<file path="src/rtl/alu_op_sequencer.sv">
// Moore control unit sequencing fetch plus one register-register ALU instruction for the Datapath.
// Latency: start sampled at edge E -> done in cycle E+7 (normal op) or E+8 (MUL/DIV), +1 per T1 wait cycle.
// Backpressure: T1 holds until mem_ready; after TIMEOUT+1 unready cycles the sequence aborts with err. start is ignored when busy.
module alu_op_sequencer #(
  parameter logic [4:0] OP_MUL  = 5'b01111,
  parameter logic [4:0] OP_DIV  = 5'b10000,
  parameter logic [4:0] OP_MAX  = 5'b10100,
  parameter logic [3:0] TIMEOUT = 4'd15
) (
  input  logic        clk,
  input  logic        Clear,
  input  logic        start,
  input  logic        mem_ready,
  input  logic [31:0] ir,
  output logic        PCout,
  output logic        Zlowout,
  output logic        Zhiout,
  output logic        MDRout,
  output logic        MARin,
  output logic        PCin,
  output logic        IncPC,
  output logic        Read,
  output logic        MDRin,
  output logic        IRin,
  output logic        Yin,
  output logic        Zin,
  output logic        HIin,
  output logic        LOin,
  output logic [15:0] reg_in,
  output logic [15:0] reg_out,
  output logic [4:0]  IRout,
  output logic        busy,
  output logic        done,
  output logic        err
);

  typedef enum logic [3:0] {
    S_IDLE, S_T0, S_T1, S_T2, S_T3, S_T4, S_T5, S_T6, S_DONE, S_ERR
  } state_t;

  state_t     r_state;
  logic [3:0] r_cnt;

  // Instruction fields; only meaningful once IRin has loaded ir at the T2 edge.
  logic [4:0] w_op;
  logic [3:0] w_ra;
  logic [3:0] w_rb;
  logic [3:0] w_rc;
  logic       w_muldiv;
  logic       w_unused_ir;

  assign w_op        = ir[31:27];
  assign w_ra        = ir[26:23];
  assign w_rb        = ir[22:19];
  assign w_rc        = ir[18:15];
  assign w_muldiv    = (w_op == OP_MUL) || (w_op == OP_DIV);
  assign w_unused_ir = ^ir[14:0];

  // State register and T1 wait counter; Clear dominates everything, including start.
  always_ff @(posedge clk) begin
    if (Clear) begin
      r_state <= S_IDLE;
      r_cnt   <= 4'd0;
    end else begin
      case (r_state)
        S_IDLE: begin
          if (start) begin
            r_state <= S_T0;
            r_cnt   <= 4'd0;
          end
        end
        S_T0: r_state <= S_T1;
        S_T1: begin
          // Data arriving on the last allowed cycle still wins over the abort.
          if (mem_ready) begin
            r_state <= S_T2;
          end else if (r_cnt == TIMEOUT) begin
            r_state <= S_ERR;
          end else begin
            r_cnt <= r_cnt + 4'd1;
          end
        end
        S_T2:    r_state <= S_T3;
        S_T3:    r_state <= (w_op > OP_MAX) ? S_ERR : S_T4;
        S_T4:    r_state <= S_T5;
        S_T5:    r_state <= w_muldiv ? S_T6 : S_DONE;
        S_T6:    r_state <= S_DONE;
        S_DONE:  r_state <= S_IDLE;
        S_ERR:   r_state <= S_IDLE;
        default: r_state <= S_IDLE;
      endcase
    end
  end

  // Strobe decode from the current state; register selects come from the loaded IR fields.
  always_comb begin
    PCout   = 1'b0;
    Zlowout = 1'b0;
    Zhiout  = 1'b0;
    MDRout  = 1'b0;
    MARin   = 1'b0;
    PCin    = 1'b0;
    IncPC   = 1'b0;
    Read    = 1'b0;
    MDRin   = 1'b0;
    IRin    = 1'b0;
    Yin     = 1'b0;
    Zin     = 1'b0;
    HIin    = 1'b0;
    LOin    = 1'b0;
    reg_in  = 16'd0;
    reg_out = 16'd0;
    IRout   = 5'd0;
    busy    = (r_state != S_IDLE);
    done    = 1'b0;
    err     = 1'b0;
    case (r_state)
      S_T0: begin
        PCout = 1'b1;
        MARin = 1'b1;
        IncPC = 1'b1;
        Zin   = 1'b1;
      end
      S_T1: begin
        Zlowout = 1'b1;
        PCin    = (r_cnt == 4'd0);
        Read    = 1'b1;
        MDRin   = 1'b1;
      end
      S_T2: begin
        MDRout = 1'b1;
        IRin   = 1'b1;
      end
      S_T3: begin
        reg_out = 16'd1 << w_rb;
        Yin     = 1'b1;
      end
      S_T4: begin
        reg_out = 16'd1 << w_rc;
        IRout   = w_op;
        Zin     = 1'b1;
      end
      S_T5: begin
        Zlowout = 1'b1;
        IRout   = w_op;
        if (w_muldiv) begin
          LOin = 1'b1;
        end else begin
          reg_in = 16'd1 << w_ra;
        end
      end
      S_T6: begin
        Zhiout = 1'b1;
        HIin   = 1'b1;
      end
      S_DONE:  done = 1'b1;
      S_ERR:   err  = 1'b1;
      default: ;
    endcase
  end

endmodule

</file>
<file path="config.mk">
export PLATFORM = sky130hd
export DESIGN_NAME = alu_op_sequencer
export DESIGN_NICKNAME = d
export VERILOG_FILES = /design/src/rtl/alu_op_sequencer.sv
export SDC_FILE = /design/constraint.sdc
export NUM_CORES = 1
export LEC_CHECK = 0
export ABC_AREA = 1
export CAP_MARGIN = 10
export CORE_MARGIN = 2
export CORE_UTILIZATION = 30
export CTS_BUF_LIST = sky130_fd_sc_hd__clkbuf_8
export DETAILED_ROUTE_END_ITERATION = 8
export HOLD_SLACK_MARGIN = 0.15
export PLACE_DENSITY = 0.84
export SETUP_SLACK_MARGIN = 0.4
export SLEW_MARGIN = 20
export SYNTH_ARGS = -nofsm -noshare
export SYNTH_HDL_FRONTEND = slang
export SYNTH_SLANG_ARGS = --single-unit
</file>
<file path="constraint.sdc">
create_clock -name clk -period 1.7 [get_ports clk]
set_input_delay 0.17 -clock clk [delete_from_list [all_inputs] [get_ports clk]]
set_output_delay 0.17 -clock clk [all_outputs]
set_load 0.03 [all_outputs]
</file>
* After elaboration in Yosys (flattened, before gate mapping)
Cells that the tools add are included.
** Word-level totals
- Flip-flop bits (word level) :: 8
- Bits of input ports :: 36
- Word-level logic and storage cells :: 59
** Cells by class
- Add/sub/neg operators :: 1
- Order comparisons :: 1
- Equality and inequality tests :: 16
- Shifts and indexed selects :: 3
- Muxes and demuxes :: 26
- Reduce and logical (&&, ||, !) cells :: 10
** Operators by type and width (number)
- left shift 1 x 4 -> 16 bit (first input constant) :: 3
- two-way mux 16 bit :: 2
- two-way mux 4 bit :: 8
- case mux 16 bit (2 select lines) :: 1
- case mux 4 bit (8 select lines) :: 1
- equality test 4 x 3 -> 1 bit (second input constant) :: 4
- equality test 4 bit (second input constant) :: 3
- two-way mux 1 bit :: 12
- equality test 4 x 2 -> 1 bit (second input constant) :: 2
- zero test 4 bit :: 2
- case mux 4 bit (2 select lines) :: 1
- != test 2 bit (second input constant) :: 3
- OR reduction 2 bit :: 3
- equality test 5 x 4 -> 1 bit (second input constant) :: 1
- equality test 5 bit (second input constant) :: 1
- > comparator 5 bit (second input constant) :: 1
- two-way mux 5 bit :: 1
- adder 4 x 1 -> 4 bit (second input constant) :: 1
- equality test 4 x 1 -> 1 bit (second input constant) :: 1
- AND reduction 4 bit :: 1
- nonzero test 4 bit :: 1
- != test 3 bit (second input constant) :: 1
- AND reduction 2 bit :: 1
- nonzero test 2 bit :: 1
- logical OR 1 bit :: 1

* Longest topological paths before layout
Gate-level depths: netlist of run 1.
- Word-level depth :: 4
- Gate-level depth with buffers :: 9
- Mapped depth without buffers :: 9

* Least setup slack after synthesis of run 1
No wires, ideal clock.
- Kind :: reg-to-output
- Start :: register r_state[1]
- End :: output PCin
- Data arrival time :: 1.673 ns
- Path slack :: -0.143 ns
- Cell stages (with the launch flop) :: 5
- Cell sequence :: dfxtp_1 > inv_2 > nor2_1 > nand2_1 > nor4_1
** Between the ends
- Longest elaborated chain between the ends :: 2
** Ends and longest elaborated chain
- from (decl) :: line 41 : state_t r_state;
- from (signal assigned) :: line 84 : S_T3: r_state <= (w_op > OP_MAX) ? S_ERR : S_T4;
- from (signal assigned) :: line 86 : S_T5: r_state <= w_muldiv ? S_T6 : S_DONE;
- equality test 4 x 2 -> 1 bit :: line 117 : case (r_state)
- two-way mux 1 bit :: line 117
- to (decl) :: line 20 : output logic PCin,
Every way passes these cells.

* Worst setup path after layout of run 1
- Start :: register r_state[1]
- End :: output reg_out[4]
** Between the ends
- Longest elaborated chain between the ends :: 2
- Elaborated cells between the ends (all ways) :: 3
- Those cells by class :: eq/ne: 2; mux: 1
** Ends and longest elaborated chain
- equality test 4 x 3 -> 1 bit :: line 117
- case mux 16 bit (2 select lines) (*) :: line 117
- to (decl) :: line 30 : output logic [15:0] reg_out,
Every way passes the cells marked *; elsewhere a longest branch is shown, timed or not.

==> summary.txt, run 1 <==
Run status
  – Outcome: finished, violations left
  – Failing checks: setup timing

Worst hold path
  – Worst Hold Class: reg -> reg

Yosys
  – Largest cells by area after synthesis: nor2_1 (19%), nand2_1 (18%), dfxtp_1 (14%)
  – Area leader, netlist: nor2_1
  – Post-Synthesis Cells: ~220
  – Post-Syn Area: approximately 1100 um2
  – #FFs+latches synth: 8
  – Share of the synthesized area in the top cell type: between 10% and 20%
  – Distinct cell type count after synthesis: 23
  – Largest family of logic cells by synthesized area: simple AND/OR/NAND/NOR gates
  – Simple-Gate Fraction of Synth Area: a little over three fifths
  – Mapped Nets: 253
  – Mean area per synthesized cell: 5.162 um2
  – Complex-gate fraction of the synthesized area: a little over 5%
  – Mux share of post-synthesis cell area: 0%
  – Post-synthesis sequential area ratio: between 10 and 15%
  – Adder-Cell Fraction of Synth Area: 2.255%
  – YS warnings: 0
  – XOR/XNOR share of the synthesized area: 0%

Power and ir drop
  – Max IR drop VDD: about 0.65 mV
  – Switching Fraction: roughly half
  – Cell internal pwr: between 0.0007 and 0.0008 W
  – Final Power: ~0.0015 W
  – Net Sw Power: around 0.00074 W
  – Clock power share: 15.7%
  – Pwr Density: 550.3 nW/um2
  – Gate power share: 65.0%
  – Sequential fraction of design power: 19.3%
  – Static leakage: around 1.2 nW

Drt
  – Post-route antenna net violation count: 0
  – Final WL: about 4.6 mm
  – DR vias: 1688
  – Vias per Instance: between 4 and 5
  – Per-cell routed wire length: 12.84 um
  – Detailed Route Iter0 Violations: 39
  – Drt first pass iters: 4
  – DRC Markers: 0

GRT
  – Overflow after GRT: 0
  – Global-route wire length before repair: between 7 and 8 mm
  – Initial antenna violation count: 0
  – Vias in the first global route: approximately 1600
  – GRT Total Usage: ~21%
  – Largest net degree at the start of global routing: 9

STA
  – Final slew viol count: 0
  – Final setup viols: 29
  – Setup WS post-layout: -118.5 ps
  – Fin crit share: 107.0%
  – Min cycle time layout: between 1500 and 2000 ps
  – Slew margin rel.: between 70% and 80%
  – Worst slew pin tran: 326.4 ps
  – RSZ-0062 raised after global routing: true
  – Hold Violations, Final: 0
  – Worst clock skew: approximately 5.9 ps
  – Fmax: around 0.55 GHz

Cells and area
  – Share of layout cells above drive strength 1: about three fifths
  – P&R area growth vs syn: 145.3%
  – Commonest cells after routing, fill and taps aside: buf_6 (45), nor2_4 (43), buf_4 (33)
  – Most common cell after layout, fill and taps aside: buf_6
  – Finished Core Util: between 70% and 80%
  – Layout Nets: about 350
  – Antenna diodes: 0

Placed design
  – Post-place setup slack: -164.7 ps
  – I/O Buffers: 74
  – HPWL after DPL: between 3 and 4 mm
  – RePlAce Congestion: 0.8793

Floorplan
  – Core region area: ~3600 um2
  – IO Count: 90
  – Die Wd: roughly 65 um
  – Num rows: 22
  – Die H: about 65 um
  – Die ar.: approximately 4200 um2
  – Initial Util: a little under a third

Clocking
  – Worst-path clk slew: roughly 40 ps
  – Total CTS buffers: 3
  – CTS Buffer Depth: 2
  – H-tree lvl count: 1
  – CTS tree: built
  – Clock latency at the later pin of the worst-skew pair: roughly 230 ps
  – Cts hold-fix bufs: 0
  – Clock sink count: 8
  – CTS root buf: clkbuf_8

Setup path
  – Kind of critical path: reg -> out
  – CP Launch Type: flop
  – Required time worst endpoint: approximately 1500 ps
  – Type of destination of the critical path: output port
  – Arrival time of the worst setup path: about 1700 ps
  – Crit-path max FO: 8

Run
  – Max_cap viols: 0
==> power groups by stage <==
stage / Sequential [W] / Combinational, W / Clock, W
finish: 0.000290 / 0.000974 / 0.000235
global route: 0.000296 / 0.00106 / 0.000252
CTS: 0.000283 / 0.000853 / 0.000240
detailed placement: 0.000289 / 0.000790 / 0
global placement: 0.000287 / 0.000783 / 0
floorplan: 0.000276 / 0.000564 / 0
==> sequential cells by signal (all words and copies together), names as in the netlist <==
signal	flops
r_state	4
r_cnt	4
==> metrics by stage <==
| stage | hold WS, ps | cell area (um2) | cells | setup TNS [ps] |
|---|---|---|---|---|
| 3_5_place_dp | 555.4 | 2085 | 340 | -1872 |
| 3_3_place_gp | 535.0 | 2085 | 340 | -1541 |
| 5_1_grt | 599.9 | 2723 | 362 | -4218 |
| 2_1_floorplan | 231.9 | 1370 | 215 | 0 |
| 4_1_cts | 560.3 | 2495 | 354 | -1057 |
| 6_report | 553.7 | 2723 | 362 | -2045 |
==> layout make-up <==
class | count | area (um2)
multi-input combinational | 169 | 1313
timing repair buffer | 101 | 993.5
fill | 260 | 883.3
sequential | 8 | 176.4
inverter | 32 | 135.1
tap | 48 | 60.06
clock buffer | 3 | 41.29
clock inverter | 1 | 3.754
==> Yosys cell counts, drive strengths merged <==
cell type	number
o21ai	7
a21boi	1
a21oi	3
nor2	68
nor3	4
nand3b	1
ha	2
buf	6
nor4	1
nand4	4
nand3	19
inv	32
dfxtp	8
nand2	58
or2	1
==> critical path, cell delays in order, from the launching register on <==
cell	delay [ps]
dfxtp_4	420
inv_4	60
nand2_4	90
nor2_4	50
buf_12	140
nand2_4	80
nand3_4	230
nor2_4	200
buf_6	150
==> kinds of logic (layout without fill, tap and decap cells) <==
logic type / Yosys count / in the layout
buf+inv: 38 / 137
fa+ha+maj: 2 / 2
simple gates: 156 / 156
flops: 8 / 8
compound gates: 11 / 11
==> routing by layer <==
metal	global-route usage (%)	share of wire, %	vias to the layer above
li1	-	-	863
met1	25.11	40	766
met2	38.53	55	53
met3	3.125	3.9	6
met4	2.660	1.3	0
met5	0	0	-
==> timing repair <==
action | CTS | global route
setup endpoints to repair | 58 | 62
hold endpoints to repair | 0 | 0
resized for setup | 162 | 41
pin swaps | 31 | 19
buffers inserted | 10 | 8
==> path summary, 6_finish.rpt <==
path | start | end | slack (ps) | depth (start not counted)
worst min-delay path | r_cnt[0]$_SDFFE_PP0P_ | r_cnt[0]$_SDFFE_PP0P_ | 550 | 3
worst min register to register | r_cnt[0]$_SDFFE_PP0P_ | r_cnt[0]$_SDFFE_PP0P_ | 550 | 3
worst max register to register | r_state[0]$_SDFFE_PP0P_ | r_cnt[1]$_SDFFE_PP0P_ | 220 | 9
worst max-delay path | r_state[1]$_SDFFE_PP0P_ | reg_out[4] | -120 | 8
Note: power is estimated with default switching activity, not from simulation.
==> run 2, diff against run 1 <==
Settings changed: MAX_ROUTING_LAYER from default to met4.
==> summary.txt, run 2 (synthesis results as in run 1) <==
Clocking
  – Worst-path clk slew: 40 ps (about the same)
  – Clock sink count: 8 (unchanged)
  – CTS tree: built (unchanged)
  – Clock latency at the later pin of the worst-skew pair: 230 ps (about the same)
  – Total CTS buffers: 3 (unchanged)
  – H-tree lvl count: 1 (unchanged)
  – CTS root buf: clkbuf_8 (unchanged)
  – CTS Buffer Depth: 2 (unchanged)

Cells and area
  – Flip-flop and latch area: 176.4 um2 (unchanged)
  – Multi-input logic area: 1313 um2 (unchanged)
  – Share of layout cells above drive strength 1: 59.55% (unchanged)
  – Antenna diodes: 0 (unchanged)
  – P&R area growth vs syn: 145.3% (unchanged)
  – Finished Core Util: 75.50% (unchanged)
  – Commonest cells after routing, fill and taps aside: buf_6 (45), nor2_4 (43), buf_4 (33) (unchanged)
  – Fill cells: 260 (unchanged)
  – Layout Nets: 353 (unchanged)
  – Design Area, Final: 2723 um2 (unchanged)
  – Largest registers: r_cnt (4), r_state (4) (unchanged)
  – Most common cell after layout, fill and taps aside: buf_6 (unchanged)

Setup path
  – Delay-heaviest family, CP: simple AND/OR/NAND/NOR gates (unchanged)
  – CP peak stage delay: 420 ps (about the same)
  – Crit-path max FO: 8 (unchanged)
  – Cell Chain, Critical Path: inv_4 > nand2_4 > nor2_4 > buf_12 > nand2_4 > nand3_4 > nor2_4 > buf_6 (unchanged)
  – Kind of critical path: reg -> out (unchanged)
  – R2r endpoint: r_cnt[1]$_SDFFE_PP0P_ (unchanged)
  – Required time worst endpoint: 1530 ps (about the same)
  – CP max stage cell: dfxtp_4 (unchanged)
  – CP Launch Type: flop (unchanged)
  – Type of destination of the critical path: output port (unchanged)
  – Bufs and invs on worst path: 3 (unchanged)
  – Arrival time of the worst setup path: 1650 ps (about the same)
  – FF-to-FF path depth: 9 (unchanged)
  – Reg2reg start: r_state[0]$_SDFFE_PP0P_ (unchanged)
  – Reg2Reg Setup Slack: 220 ps (about the same)

STA
  – Worst slew pin tran: 326.9 ps (was 326.4 ps)
  – RSZ-0062 raised after global routing: true (unchanged)
  – Final slew viol count: 0 (unchanged)
  – Final TNS setup: -2062 ps (was -2045 ps)
  – Fmax: 0.5489 GHz (was 0.5499 GHz)
  – Worst clock skew: 5.733 ps (was 5.916 ps)
  – Min cycle time layout: 1822 ps (was 1818 ps)
  – Setup WS post-layout: -121.7 ps (was -118.5 ps)
  – Hold Violations, Final: 0 (unchanged)
  – Fin crit share: 107.2% (was 107.0%)
  – Final setup viols: 29 (unchanged)
  – Slew margin rel.: 78.13% (was 78.16%)

GRT
  – GRT Total Usage: 21.12% (was 20.57%)
  – Initial antenna violation count: 0 (unchanged)
  – Largest net degree at the start of global routing: 9 (unchanged)
  – Overflow after GRT: 0 (unchanged)
  – Vias in the first global route: 1580 (was 1582)
  – Global-route wire length before repair: 7.031 mm (unchanged)

Power and ir drop
  – Max IR drop VDD: 0.6460 mV (was 0.6454 mV)
  – Gate power share: 65.0% (about the same)
  – Switching Fraction: 49.36% (was 49.38%)
  – Pwr Density: 550.1 nW/um2 (was 550.3 nW/um2)
  – Clock power share: 15.7% (about the same)
  – Cell internal pwr: 0.0007584 W (about the same)
  – Net Sw Power: 0.0007393 W (was 0.0007398 W)
  – Final Power: 0.001498 W (about the same)
  – Static leakage: 1.230 nW (unchanged)
  – Sequential fraction of design power: 19.3% (about the same)

Drt
  – Per-cell routed wire length: 12.78 um (was 12.84 um)
  – DRC Markers: 0 (unchanged)
  – Post-route antenna net violation count: 0 (unchanged)
  – DR vias: 1695 (was 1688)
  – Detailed Route Iter0 Violations: 58 (was 39)
  – Vias per Instance: 4.682 (was 4.663)
  – Final WL: 4.625 mm (was 4.648 mm)
  – Drt first pass iters: 4 (unchanged)

Worst hold path
  – Worst Hold Class: reg -> reg (unchanged)
  – Worst hold start: r_cnt[0]$_SDFFE_PP0P_ (unchanged)
  – Hold Crit Endpoint: r_cnt[0]$_SDFFE_PP0P_ (unchanged)
  – Worst Hold Path Cells: 3 (unchanged)

Floorplan
  – Core region area: 3606 um2 (unchanged)
  – IO Count: 90 (unchanged)
  – Initial Util: 30.78% (unchanged)
  – Die H: 64.82 um (unchanged)
  – Die Wd: 64.82 um (unchanged)
  – Num rows: 22 (unchanged)
  – Die ar.: 4202 um2 (unchanged)

Placed design
  – Post-place setup slack: -164.7 ps (unchanged)
  – I/O Buffers: 74 (unchanged)
  – HPWL after DPL: 3.052 mm (unchanged)
  – Area after DPL: 2085 um2 (unchanged)
  – RePlAce Congestion: 0.8939 (was 0.8793)

Run
  – Max_cap viols: 0 (unchanged)

Run status
  – Failing checks: setup timing (unchanged)
  – Outcome: finished, violations left (unchanged)
-- run 2: power by group through the flow --
stage	sequential (W)	clock, W	combinational (W)
floorplan	0.000276	0	0.000564
global placement	0.000287	0	0.000783
detailed placement	0.000289	0	0.000790
CTS	0.000283	0.000240	0.000853
global route	0.000296	0.000252	0.00106
finish	0.000289	0.000235	0.000974
-- run 2: per-stage QoR --
| stage | hold WS [ps] | instances |
|---|---|---|
| after floorplan | 231.9 | 215 |
| after global placement | 535.0 | 340 |
| after detailed placement | 555.4 | 340 |
| after CTS | 560.3 | 354 |
| after global routing | 599.9 | 362 |
| final | 555.2 | 362 |
-- run 2: layer usage --
| layer | part of all wire (%) | GRT usage [%] |
|---|---|---|
| met3 | 4.4 | 3.125 |
| met1 | 39 | 25.11 |
| met5 | 0 | - |
| met4 | 1.3 | 2.660 |
| met2 | 55 | 38.53 |
-- run 2: tightest hold or removal path, stage by stage (launching register included) --
cell and delay, ps:
dfxtp_2 360, nand2_1 60, nand2_1 60, nor2_1 40
-- run 2: area by class of cell --
| cell class | instances | share of cell area (%) |
|---|---|---|
| clock buffers | 3 | 1.517 |
| clock inverters | 1 | 0.1379 |
| inverters | 32 | 4.963 |
| multi-input cells | 169 | 48.21 |
| flip-flops and latches | 8 | 6.480 |
| well taps | 48 | 2.206 |
| repair buffers | 101 | 36.49 |
-- run 2: repair_timing --
item	4_1_cts	5_1_grt
pin swaps	31	19
hold buffers	0	0
resized for setup	162	41
setup endpoints to repair	58	62
hold endpoints to repair	0	0
setup buffers	10	8
-- run 2: worst max path at each step --
stage | from | to | slack (ps) | depth (start not counted)
6_report | r_state[1]$_SDFFE_PP0P_ | reg_out[4] | -120 | 8
5_1_grt | r_state[1]$_SDFFE_PP0P_ | reg_out[4] | -180 | 9
4_1_cts | r_state[1]$_SDFFE_PP0P_ | reg_out[4] | -90 | 8
3_5_place_dp | ir[27] | reg_in[0] | -160 | 7
3_3_place_gp | ir[30] | reg_in[7] | -140 | 7
2_1_floorplan | r_state[0]$_SDFFE_PP0P_ | reg_in[2] | 210 | 7
